### config.mk
export PLATFORM = sky130hd
export DESIGN_NAME = axis_width_packer
export DESIGN_NICKNAME = d
export VERILOG_FILES = /design/src/rtl/axis_width_packer.sv
export SDC_FILE = /design/constraint.sdc
export NUM_CORES = 1
export LEC_CHECK = 0
export ABC_CLOCK_PERIOD_IN_PS = 2260
export CORE_MARGIN = 5
export CORE_UTILIZATION = 32
export CTS_CLUSTER_DIAMETER = 60
export CTS_CLUSTER_SIZE = 14
export DETAILED_ROUTE_END_ITERATION = 16
export GPL_TIMING_DRIVEN = 0
export MAX_ROUTING_LAYER = met4
export SKIP_LAST_GASP = 1
export SLEW_MARGIN = 15
export SYNTH_ARGS = -nofsm -noshare
export SYNTH_HDL_FRONTEND = slang
export SYNTH_SLANG_ARGS = --single-unit
### constraint.sdc
create_clock -name clk_i -period 2.26 [get_ports clk_i]
set_input_delay 0.678 -clock clk_i [delete_from_list [all_inputs] [get_ports clk_i]]
set_output_delay 0.678 -clock clk_i [all_outputs]
set_load 0.02 [all_outputs]
### src/rtl/axis_width_packer.sv
// axis_width_packer: packs RATIO narrow stream words into one wide beat with keep/last.
// Define AXIS_PACKER_FLUSH_EN to flush a partial beat after TIMEOUT idle cycles.
module axis_width_packer #(
  parameter int DATA_WIDTH = 5,
  parameter int RATIO      = 4,
  parameter int PKT_BEATS  = 8,
  parameter int TIMEOUT    = 16
) (
  input  logic                        clk_i,
  input  logic                        rst_ni,
  input  logic [DATA_WIDTH-1:0]       data_i,
  input  logic                        valid_i,
  output logic                        ready_o,
  output logic [DATA_WIDTH*RATIO-1:0] data_o,
  output logic [RATIO-1:0]            keep_o,
  output logic                        last_o,
  output logic                        valid_o,
  input  logic                        ready_i
);

  localparam int LW = $clog2(RATIO);
  localparam int BW = (PKT_BEATS > 1) ? $clog2(PKT_BEATS) : 1;
  localparam int WW = DATA_WIDTH * RATIO;
  localparam int AW = DATA_WIDTH * (RATIO - 1);
  localparam logic [LW-1:0] LANE_MAX = LW'(RATIO - 1);
  localparam logic [BW-1:0] BEAT_MAX = BW'(PKT_BEATS - 1);

  logic [LW-1:0] lane_q, lane_d;
  logic [BW-1:0] beat_q, beat_d;
  logic [AW-1:0] acc_q, acc_d;
  logic [WW-1:0] data_q, data_d;
  logic [RATIO-1:0] keep_q, keep_d;
  logic last_q, last_d, valid_q, valid_d;
  logic in_hs, out_hs, out_free, complete, flush;

  // Only the word that completes a beat needs a free output register.
  assign out_free = ~valid_q | ready_i;
  assign ready_o  = (lane_q != LANE_MAX) | out_free;
  assign in_hs    = valid_i & ready_o;
  assign out_hs   = valid_q & ready_i;
  assign complete = in_hs & (lane_q == LANE_MAX);

`ifdef AXIS_PACKER_FLUSH_EN
  localparam int IW = (TIMEOUT > 1) ? $clog2(TIMEOUT) : 1;
  localparam logic [IW-1:0] IDLE_LOAD = IW'(TIMEOUT - 1);
  logic [IW-1:0] idle_q;

  // Idle timer counts down to a saturating terminal count of zero.
  always_ff @(posedge clk_i or negedge rst_ni) begin
    if (!rst_ni) begin
      idle_q <= IDLE_LOAD;
    end else if (in_hs || (lane_q == '0)) begin
      idle_q <= IDLE_LOAD;
    end else if (idle_q != '0) begin
      idle_q <= idle_q - 1'b1;
    end
  end

  assign flush = (lane_q != '0) & (idle_q == '0) & ~valid_i & out_free;
`else
  assign flush = 1'b0;
`endif

  always_comb begin
    lane_d  = lane_q;
    beat_d  = beat_q;
    acc_d   = acc_q;
    data_d  = data_q;
    keep_d  = keep_q;
    last_d  = last_q;
    valid_d = valid_q;

    // A beat flagged last (natural or flushed) restarts the packet count.
    if (out_hs) begin
      valid_d = 1'b0;
      beat_d  = (last_q || (beat_q == BEAT_MAX)) ? '0 : beat_q + 1'b1;
    end

    if (in_hs) begin
      if (complete) begin
        lane_d  = '0;
        data_d  = {data_i, acc_q};
        keep_d  = '1;
        last_d  = (beat_d == BEAT_MAX);
        valid_d = 1'b1;
      end else begin
        lane_d = lane_q + 1'b1;
        acc_d[int'(lane_q)*DATA_WIDTH +: DATA_WIDTH] = data_i;
      end
    end else if (flush) begin
      lane_d  = '0;
      data_d  = '0;
      last_d  = 1'b1;
      valid_d = 1'b1;
      for (int k = 0; k < RATIO - 1; k++) begin
        if (k < int'(lane_q)) begin
          data_d[k*DATA_WIDTH +: DATA_WIDTH] = acc_q[k*DATA_WIDTH +: DATA_WIDTH];
        end
      end
      for (int k = 0; k < RATIO; k++) begin
        keep_d[k] = (k < int'(lane_q));
      end
    end
  end

  always_ff @(posedge clk_i or negedge rst_ni) begin
    if (!rst_ni) begin
      lane_q  <= '0;
      beat_q  <= '0;
      acc_q   <= '0;
      data_q  <= '0;
      keep_q  <= '0;
      last_q  <= 1'b0;
      valid_q <= 1'b0;
    end else begin
      lane_q  <= lane_d;
      beat_q  <= beat_d;
      acc_q   <= acc_d;
      data_q  <= data_d;
      keep_q  <= keep_d;
      last_q  <= last_d;
      valid_q <= valid_d;
    end
  end

  assign data_o  = data_q;
  assign keep_o  = keep_q;
  assign last_o  = last_q;
  assign valid_o = valid_q;

endmodule

# After elaboration in Yosys (flattened, before gate mapping)
# Index checks and enable logic that the tools add are counted.
[totals]
reg_bits = 43
output_inout_bits = 27
elab_cells = 34
[classes]
n_addsub = 3
n_mul = 1
eq_ne = 4
shifts = 2
n_mux = 7
n_bitwise = 7
reduce_logical = 3
[ops]
columns = ["cell", "count"]
rows = [
  ["5-bit negation with 33-bit output", 1],
  ["5-bit by 33-bit variable shift with 15-bit output, first input constant", 1],
  ["5-bit by 33-bit indexed part select with 15-bit output", 1],
  ["15-bit bitwise mux", 1],
  ["3-bit equality test, second input constant", 2],
  ["3-bit two-way mux", 2],
  ["2-bit by 3-bit multiplier with 5-bit output, second input constant", 1],
  ["2-bit AND reduction", 2],
  ["3-bit by 1-bit adder with 3-bit output, second input constant", 1],
  ["1-bit bitwise AND", 3],
  ["1-bit two-way mux", 3],
  ["2-bit by 1-bit adder with 2-bit output, second input constant", 1],
  ["2-bit equality test, second input constant", 1],
  ["2-bit two-way mux", 1],
  ["2-bit inequality test, second input constant", 1],
  ["1-bit NOT", 2],
  ["1-bit bitwise OR", 2],
  ["1-bit logical OR", 1],
]

# Depth between registers and ports, before layout
# Gate-level depths: netlist of run 1.
[logic_depth]
word_depth = 7
ltp_mapped = 5

# Least setup slack after synthesis of run 1
# OpenSTA, ideal clock, no wires.
[synth_path]
kind = "flip-flop to output port"
startpoint = "register lane_q[0]"
endpoint = "output ready_o"
arrival_time_ns = 1.041
required_ns = 1.582
path_slack_ns = 0.541
stages_incl_launch_ff = 4
n_path_buf = 1
path_cell_list = "dfrtp_1 ha_1 buf_6 nand3b_1"
[synth_between]
elab_chain_cells = 2
[synth_lines]
columns = ["element", "line_no", "source"]
rows = [
  ["from (decl)", "28", "logic [LW-1:0] lane_q, lane_d;"],
  ["from (signal assigned)", "116", "lane_q <= lane_d;"],
  ["2-bit inequality test", "38", "assign ready_o = (lane_q != LANE_MAX) | out_free;"],
  ["1-bit bitwise OR", "38", ""],
  ["to (decl)", "13", "output logic ready_o,"],
]
# No other way between the ends.

# Final worst setup path of run 1
[layout_path]
startpoint = "input ready_i"
endpoint = "output ready_o"
[layout_between]
elab_chain_cells = 2
[layout_lines]
columns = ["element", "line_no", "source"]
rows = [
  ["from (decl)", "18", "input logic ready_i"],
  ["1-bit bitwise OR", "37", "assign out_free = ~valid_q | ready_i;"],
  ["1-bit bitwise OR", "38", ""],
]
# No other way between the ends.

==> results.py, run 1 <==
metrics = {
    "floorplanning": {
        "core_area_um2": 5850,
        "die_w_um": 87.3,
        "die_y_um": 87.3,
        "design.portCount": 36,
        "fp.dieArea_um2": 7620,
        "standard_cell_row_count": 28,
        "initial_cell_density_of_the_core_pct": 32.7,
    },
    "cts": {
        "tritoncts": "yes",
        "cts-buffers-inserted": 5,
        "worst_skew_pair.late_latency_ns": 0.28,
        "clk_pin_slew_ns": 0.07,
        "post_cts.repair.setup_buffers": 0,
        "cts_num_sinks": 43,
        "ctsRootBufferMaster": "sky130_fd_sc_hd__clkbuf_8",
        "clock_path_buffers": 2,
        "htree_levels": 2,
    },
    "setup_path": {
        "crit_end": "ready_o",
        "timing.reg2reg.setup_slack_ns": 0.48,
        "reg2regPathDepth": 5,
        "worst_path_buf_inv": 2,
        "critPathCaptureType": "output pin",
        "crit_arrival_ns": 1.49,
        "worstSetupPathType": "in2out",
        "cp_cell_sequence": "clkdlybuf4s50_1, nand3b_1, buf_2",
        "critPathLaunch": "ready_i",
        "worstPathRequired_ns": 1.58,
        "worstSetupStartpointType": "primary input",
        "worstSetupPathDepth": 3,
        "path_max_fanout": 3,
        "critical-path-top-delay-family": "buffers and inverters",
        "worst_r2r_startpoint": "beat_q[0]",
        "timing.critical_path.slowest_stage_cell": "sky130_fd_sc_hd__clkdlybuf4s50_1",
        "r2r_end": "last_o",
        "biggest_cell_delay_along_the_critical_path_ns": 0.50,
    },
    "timing": {
        "timing.final.hold_violations": 0,
        "max_freq_mhz": 461,
        "drv_slew": 0,
        "fin_skew_ns": 0.00386,
        "slew_headroom_pct": 75.3,
        "worst_hold_slack_ns": 0.295,
        "worst_pin_slew_ns": 0.369,
        "final_period_minus_worst_setup_slack_ns": 2.17,
        "min_period_over_period_pct": 96.0,
        "setup_viol": 0,
        "grt_setup_unrepaired": "false",
    },
    "synth": {
        "synth-main-ff-cell": "sky130_fd_sc_hd__dfrtp_1",
        "synth_top_area_share_pct": 56.2,
        "synth-async-reset-ratio_pct": 100,
        "netlist_top_cells_count": "sky130_fd_sc_hd__dfrtp_1, sky130_fd_sc_hd__mux2_2, sky130_fd_sc_hd__a22o_1",
        "ys_types": 25,
        "netlist_top_cells_area": "sky130_fd_sc_hd__dfrtp_1, sky130_fd_sc_hd__mux2_2, sky130_fd_sc_hd__a22o_1",
        "yosys_warnings": 0,
        "synth.yosys.seq_area_share_pct": 56.2,
        "number_of_cells_produced_by_synthesis": 125,
        "synth_nets": 141,
        "synth.ff_latch_count": 43,
        "syn-cell-area_um2": 1910,
        "synth.largest_area_cell": "sky130_fd_sc_hd__dfrtp_1",
        "synth_enable_flop_cells": 0,
        "synthMostInstantiatedCell": "sky130_fd_sc_hd__dfrtp_1",
        "post_synth.cell_area_avg_um2": 15.3,
    },
    "cells_and_area": {
        "final_design_area_no_fill_um2": 2460,
        "synthToLayoutAreaGrowth_pct": 28.6,
        "drive_above_1_share_pct": 29.9,
        "antenna-diode-count": 0,
        "nNetsFinal": 183,
    },
    "drt": {
        "drt-pass1-iter-count": 4,
        "route.vias.total": 1129,
        "detail_route.wl_per_cell_um": 15.0,
        "detail_route.wirelength_um": 3620,
        "detail_route.drc_violations": 0,
        "remaining_antenna_violation_count_after_routing": 0,
        "via_per_inst": 4.67,
        "drt_iter0_markers": 57,
    },
    "power_and_ir_drop": {
        "combinationalPowerShare_pct": 42.5,
        "pwr-share-clk_pct": 17.4,
        "power_leakage_uw": 0.00117,
        "worst_vdd_ir_v": 0.000631,
        "share_seq_of_total_power_pct": 40.1,
        "total_switching_power_uw": 1060,
        "power.share.switching_pct": 33.3,
        "intPower_uw": 2120,
        "pwr_density_cell_nw_per_um2": 1290,
    },
    "grt": {
        "grt_start_max_net_pins": 30,
        "groute.usage.overall_pct": 10.6,
        "initial_antenna_violation_count": 0,
        "first_global_vias": 1205,
        "grt_pass1_wl_um": 6110,
        "globalRouteOverflowTotal": 0,
    },
    "place": {
        "dpl-instance-area_um2": 2360,
        "portBuffers": 34,
        "gp_congestion": 0.704,
        "detailedPlacementHpwl_um": 2880,
    },
    "job": {
        "max_cap_violations": 0,
    },
    "outcome": {
        "run_status": "complete, no violations",
    },
    "min_path": {
        "holdCritPathClass": "in2async",
    },
}
[sequential cells by signal (all words and copies together) (netlist names)]
| signal | cells |
|---|---|
| data_o | 20 |
| beat_q | 3 |
| acc_q | 15 |
| keep_o | 1 |
| valid_o | 1 |
| lane_q | 2 |
| last_o | 1 |
[worst register-to-register path, delay by kind of cell (launching register included)]
family	cells	cell delay, ns
simple gates	1	0.54
fa+ha+maj	2	0.44
flops	1	0.43
mux	1	0.16
compound gates	1	0.16
[layout make-up]
cell class | instances | area, um2
Timing Repair Buffer | 35 | 350
Buffer | 7 | 63.8
Clock inverter | 1 | 30.0
Fill cell | 521 | 3390
Sequential cell | 43 | 1080
Multi-Input combinational cell | 71 | 758
Clock buffer | 6 | 72.6
Tap cell | 75 | 93.8
Inverter | 4 | 15.0
[routing by layer]
| layer | part of all wire [%] | up-vias | track usage, % | wire (um) |
|---|---|---|---|---|
| met2 | 50 | 20 | 16.8 | 1820 |
| met1 | 45 | 559 | 13.4 | 1640 |
| met3 | 3.3 | 5 | 2.65 | 119 |
| met5 | 0 | - | - | 0 |
| met4 | 1.2 | 0 | 3.21 | 44 |
| li1 | - | 545 | - | - |
[timing repair]
action | in CTS | in global routing
endpoints found under the setup margin | 1 | 1
resized for setup | 4 | 1
hold buffers | 0 | 0
gates cloned | 0 | 0
hold endpoints to repair | 0 | 0
[cell usage in the layout, fill, tap and decap left out, types with 2 or more instances in the layout]
| master | Yosys | layout |
|---|---|---|
| sky130_fd_sc_hd__buf_6 | 3 | 3 |
| sky130_fd_sc_hd__dfrtp_1 | 43 | 42 |
| sky130_fd_sc_hd__nor4b_4 | 3 | 3 |
| sky130_fd_sc_hd__clkdlybuf4s50_1 | 0 | 32 |
| sky130_fd_sc_hd__mux2_2 | 22 | 22 |
| sky130_fd_sc_hd__buf_4 | 4 | 4 |
| sky130_fd_sc_hd__nand2_1 | 5 | 5 |
| sky130_fd_sc_hd__inv_1 | 3 | 3 |
| sky130_fd_sc_hd__mux2i_1 | 2 | 2 |
| sky130_fd_sc_hd__nand3b_4 | 3 | 3 |
| sky130_fd_sc_hd__buf_2 | 0 | 2 |
| sky130_fd_sc_hd__a22o_1 | 15 | 15 |
| sky130_fd_sc_hd__ha_1 | 7 | 7 |
| sky130_fd_sc_hd__nand2b_1 | 2 | 2 |
| sky130_fd_sc_hd__clkbuf_8 | 0 | 5 |
[power groups by stage]
stage / logic (uW) / registers (uW) / clock network [uW]
floorplan: 716 / 1420 / 0
global placement: 1320 / 1260 / 0
detailed placement: 1370 / 1290 / 0
CTS: 1370 / 1270 / 573
global route: 1460 / 1310 / 609
finish: 1350 / 1270 / 551
[how the worst min path moves through the flow]
| stage | end | slack (ns) | depth (start not counted) |
|---|---|---|---|
| 2_1_floorplan | acc_q[0] | 0.38 | 0 |
| 3_3_place_gp | beat_q[2] | 0.49 | 2 |
| 3_5_place_dp | acc_q[4] | 0.49 | 1 |
| 4_1_cts | keep_o[0] | 0.29 | 1 |
| 5_1_grt | data_o[11] | 0.31 | 1 |
| 6_report | keep_o[0] | 0.29 | 1 |
[per-stage QoR]
stage                     util (%)  setup WS [ns]  power (uW)  instances  setup TNS, ns
after floorplan                  -          0.541        2130        125              0
after global placement        40.1         -0.465        2590        234         -20.27
after detailed placement      40.4         -0.365        2660        235         -0.365
after CTS                     42.0         0.0777        3220        242              0
after global routing          42.1         0.0372        3380        242              0
final                         42.1         0.0901        3170        242              0
[logic make-up (layout without fill, tap and decap cells)]
family,after synthesis,after routing,synth area share (%)
adder cells (fa/ha/maj),7,7,4.58
AND/OR/NAND/NOR,21,21,12.6
multiplexers,24,24,14.0
flip-flops,43,43,56.2
AO/OA/AOI/OAI,19,19,8.50
buffers and inverters,11,53,4.12
Power figures use the tool's default switching activity.
==> inputs of run 2 (changes only) <==
--- a/config.mk
+++ b/config.mk
@@ -6,11 +6,12 @@
 export NUM_CORES = 1
 export LEC_CHECK = 0
 export ABC_CLOCK_PERIOD_IN_PS = 2260
-export CORE_MARGIN = 5
+export CORE_MARGIN = 2
 export CORE_UTILIZATION = 32
 export CTS_CLUSTER_DIAMETER = 60
 export CTS_CLUSTER_SIZE = 14
 export DETAILED_ROUTE_END_ITERATION = 16
+export GPL_ROUTABILITY_DRIVEN = 1
 export GPL_TIMING_DRIVEN = 0
 export MAX_ROUTING_LAYER = met4
 export SKIP_LAST_GASP = 1
==> results.py, run 2 (synthesis results as in run 1) <==
metrics = {
    "outcome": {
        "run_status": "complete, no violations",
    },
    "place": {
        "gp_congestion": 0.754,
        "minimum_setup_slack_after_placement_ns": -0.360,
        "portBuffers": 34,
        "detailedPlacementHpwl_um": 2620,
    },
    "cts": {
        "tritoncts": "yes",
        "clock_path_buffers": 2,
        "cts-resized-gates": 5,
        "cts_num_sinks": 43,
        "htree_levels": 2,
        "ctsRootBufferMaster": "sky130_fd_sc_hd__clkbuf_8",
        "clk_pin_slew_ns": 0.09,
        "worst_skew_pair.late_latency_ns": 0.29,
        "cts-hold-fix-buffers": 0,
        "cts-buffers-inserted": 5,
        "post_cts.repair.setup_buffers": 0,
    },
    "cells_and_area": {
        "multi_input_area_um2": 758,
        "antenna-diode-count": 0,
        "drive_above_1_share_pct": 31.0,
        "mostFrequentLayoutCell": "sky130_fd_sc_hd__dfrtp_1",
        "fillCellCount": 525,
        "seqCellArea_um2": 1080,
        "finish.utilization_pct": 42.2,
        "synthToLayoutAreaGrowth_pct": 29.2,
        "largest_register_ffs": 20,
        "final_cell_mix": "sky130_fd_sc_hd__dfrtp_1, sky130_fd_sc_hd__clkdlybuf4s50_1, sky130_fd_sc_hd__mux2_2",
        "nNetsFinal": 183,
    },
    "timing": {
        "grt_setup_unrepaired": "false",
        "max_freq_mhz": 462,
        "final_period_minus_worst_setup_slack_ns": 2.16,
        "worst_pin_slew_ns": 0.360,
        "layout_setup_ws_ns": 0.0961,
        "min_period_over_period_pct": 95.7,
        "fin_skew_ns": 0.00997,
        "timing.final.hold_violations": 0,
        "slew_headroom_pct": 75.9,
        "setup_viol": 0,
        "drv_slew": 0,
    },
    "floorplanning": {
        "die_y_um": 81.3,
        "initial_cell_density_of_the_core_pct": 32.7,
        "die_w_um": 81.3,
        "core_area_um2": 5850,
        "standard_cell_row_count": 28,
        "fp.dieArea_um2": 6610,
        "design.portCount": 36,
    },
    "drt": {
        "detail_route.drc_violations": 0,
        "drt_iter0_markers": 47,
        "detail_route.wirelength_um": 3450,
        "route.vias.total": 1148,
        "via_per_inst": 4.72,
        "drt-pass1-iter-count": 4,
        "remaining_antenna_violation_count_after_routing": 0,
        "detail_route.wl_per_cell_um": 14.2,
    },
    "setup_path": {
        "worst_r2r_startpoint": "beat_q[0]",
        "critPathLaunch": "ready_i",
        "path_max_fanout": 3,
        "worstSetupStartpointType": "primary input",
        "timing.critical_path.slowest_stage_cell": "sky130_fd_sc_hd__clkdlybuf4s50_1",
        "worstPathRequired_ns": 1.58,
        "worstSetupPathType": "in2out",
        "critPathCaptureType": "output pin",
        "biggest_cell_delay_along_the_critical_path_ns": 0.50,
        "crit_arrival_ns": 1.49,
        "cp_cell_sequence": "clkdlybuf4s50_1, nand3b_1, buf_2",
    },
    "grt": {
        "grt_start_max_net_pins": 30,
        "globalRouteOverflowTotal": 0,
        "grt_pass1_wl_um": 5930,
        "first_global_vias": 1186,
        "initial_antenna_violation_count": 0,
        "groute.usage.overall_pct": 12.1,
    },
    "power_and_ir_drop": {
        "pwr_density_cell_nw_per_um2": 1290,
        "power_leakage_uw": 0.00117,
        "worst_vdd_ir_v": 0.000516,
    },
    "min_path": {
        "holdCritPathClass": "in2async",
    },
    "job": {
        "max_cap_violations": 0,
    },
}
==> run 2: final timing paths <==
path                               to  slack (ns)  cells after the start
max                           ready_o         0.1                      3
min in group clk_i         data_o[17]        0.51                      1
min reg2reg                data_o[17]        0.51                      1
min                         keep_o[0]        0.28                      1
max reg2reg                    last_o        0.49                      5
max in group asynchronous   data_o[3]        1.52                      2
==> run 2: critical path, delay by kind of cell <==
kind          cells  cell delay, ns
simple gates      1            0.14
buf+inv           2            0.68
==> run 2: through the flow <==
step / instance area (um2) / hold WS (ns) / TNS, ns / std cells / total power [uW]
after floorplan: 1910 / 0.382 / 0 / 125 / 2130
after global placement: 2350 / 0.488 / -20.01 / 234 / 2580
after detailed placement: 2360 / 0.492 / -0.360 / 235 / 2640
after CTS: 2470 / 0.283 / 0 / 243 / 3240
after global routing: 2470 / 0.294 / 0 / 243 / 3420
final: 2470 / 0.275 / 0 / 243 / 3200
==> run 2: per-layer routing <==
layer  GRT usage [%]  wire length (um)  up-vias  part of all wire [%]
met5               -                 0        -                     0
met4            3.05                23        0                  0.67
met3            2.67               107        5                   3.1
met2            18.8              1710       24                    49
met1            16.0              1620      581                    47
li1                -                 -      538                     -
==> run 2: layout make-up <==
| type | instances | share of cell area (%) |
|---|---|---|
| inverters | 4 | 0.608 |
| clock inverters | 3 | 1.77 |
| flip-flops and latches | 43 | 43.6 |
| plain buffers | 7 | 2.58 |
| well taps | 75 | 3.80 |
| multi-input cells | 71 | 30.7 |
| clock buffers | 5 | 2.78 |
| repair buffers | 35 | 14.2 |
==> run 2: report_power, final <==
| part | leakage [uW] | switching, uW | internal (uW) |
|---|---|---|---|
| Clock | 0.0000581 | 260 | 329 |
| Combinational | 0.000548 | 618 | 729 |
| Sequential | 0.000568 | 200 | 1060 |
| Total | 0.00117 | 1080 | 2120 |
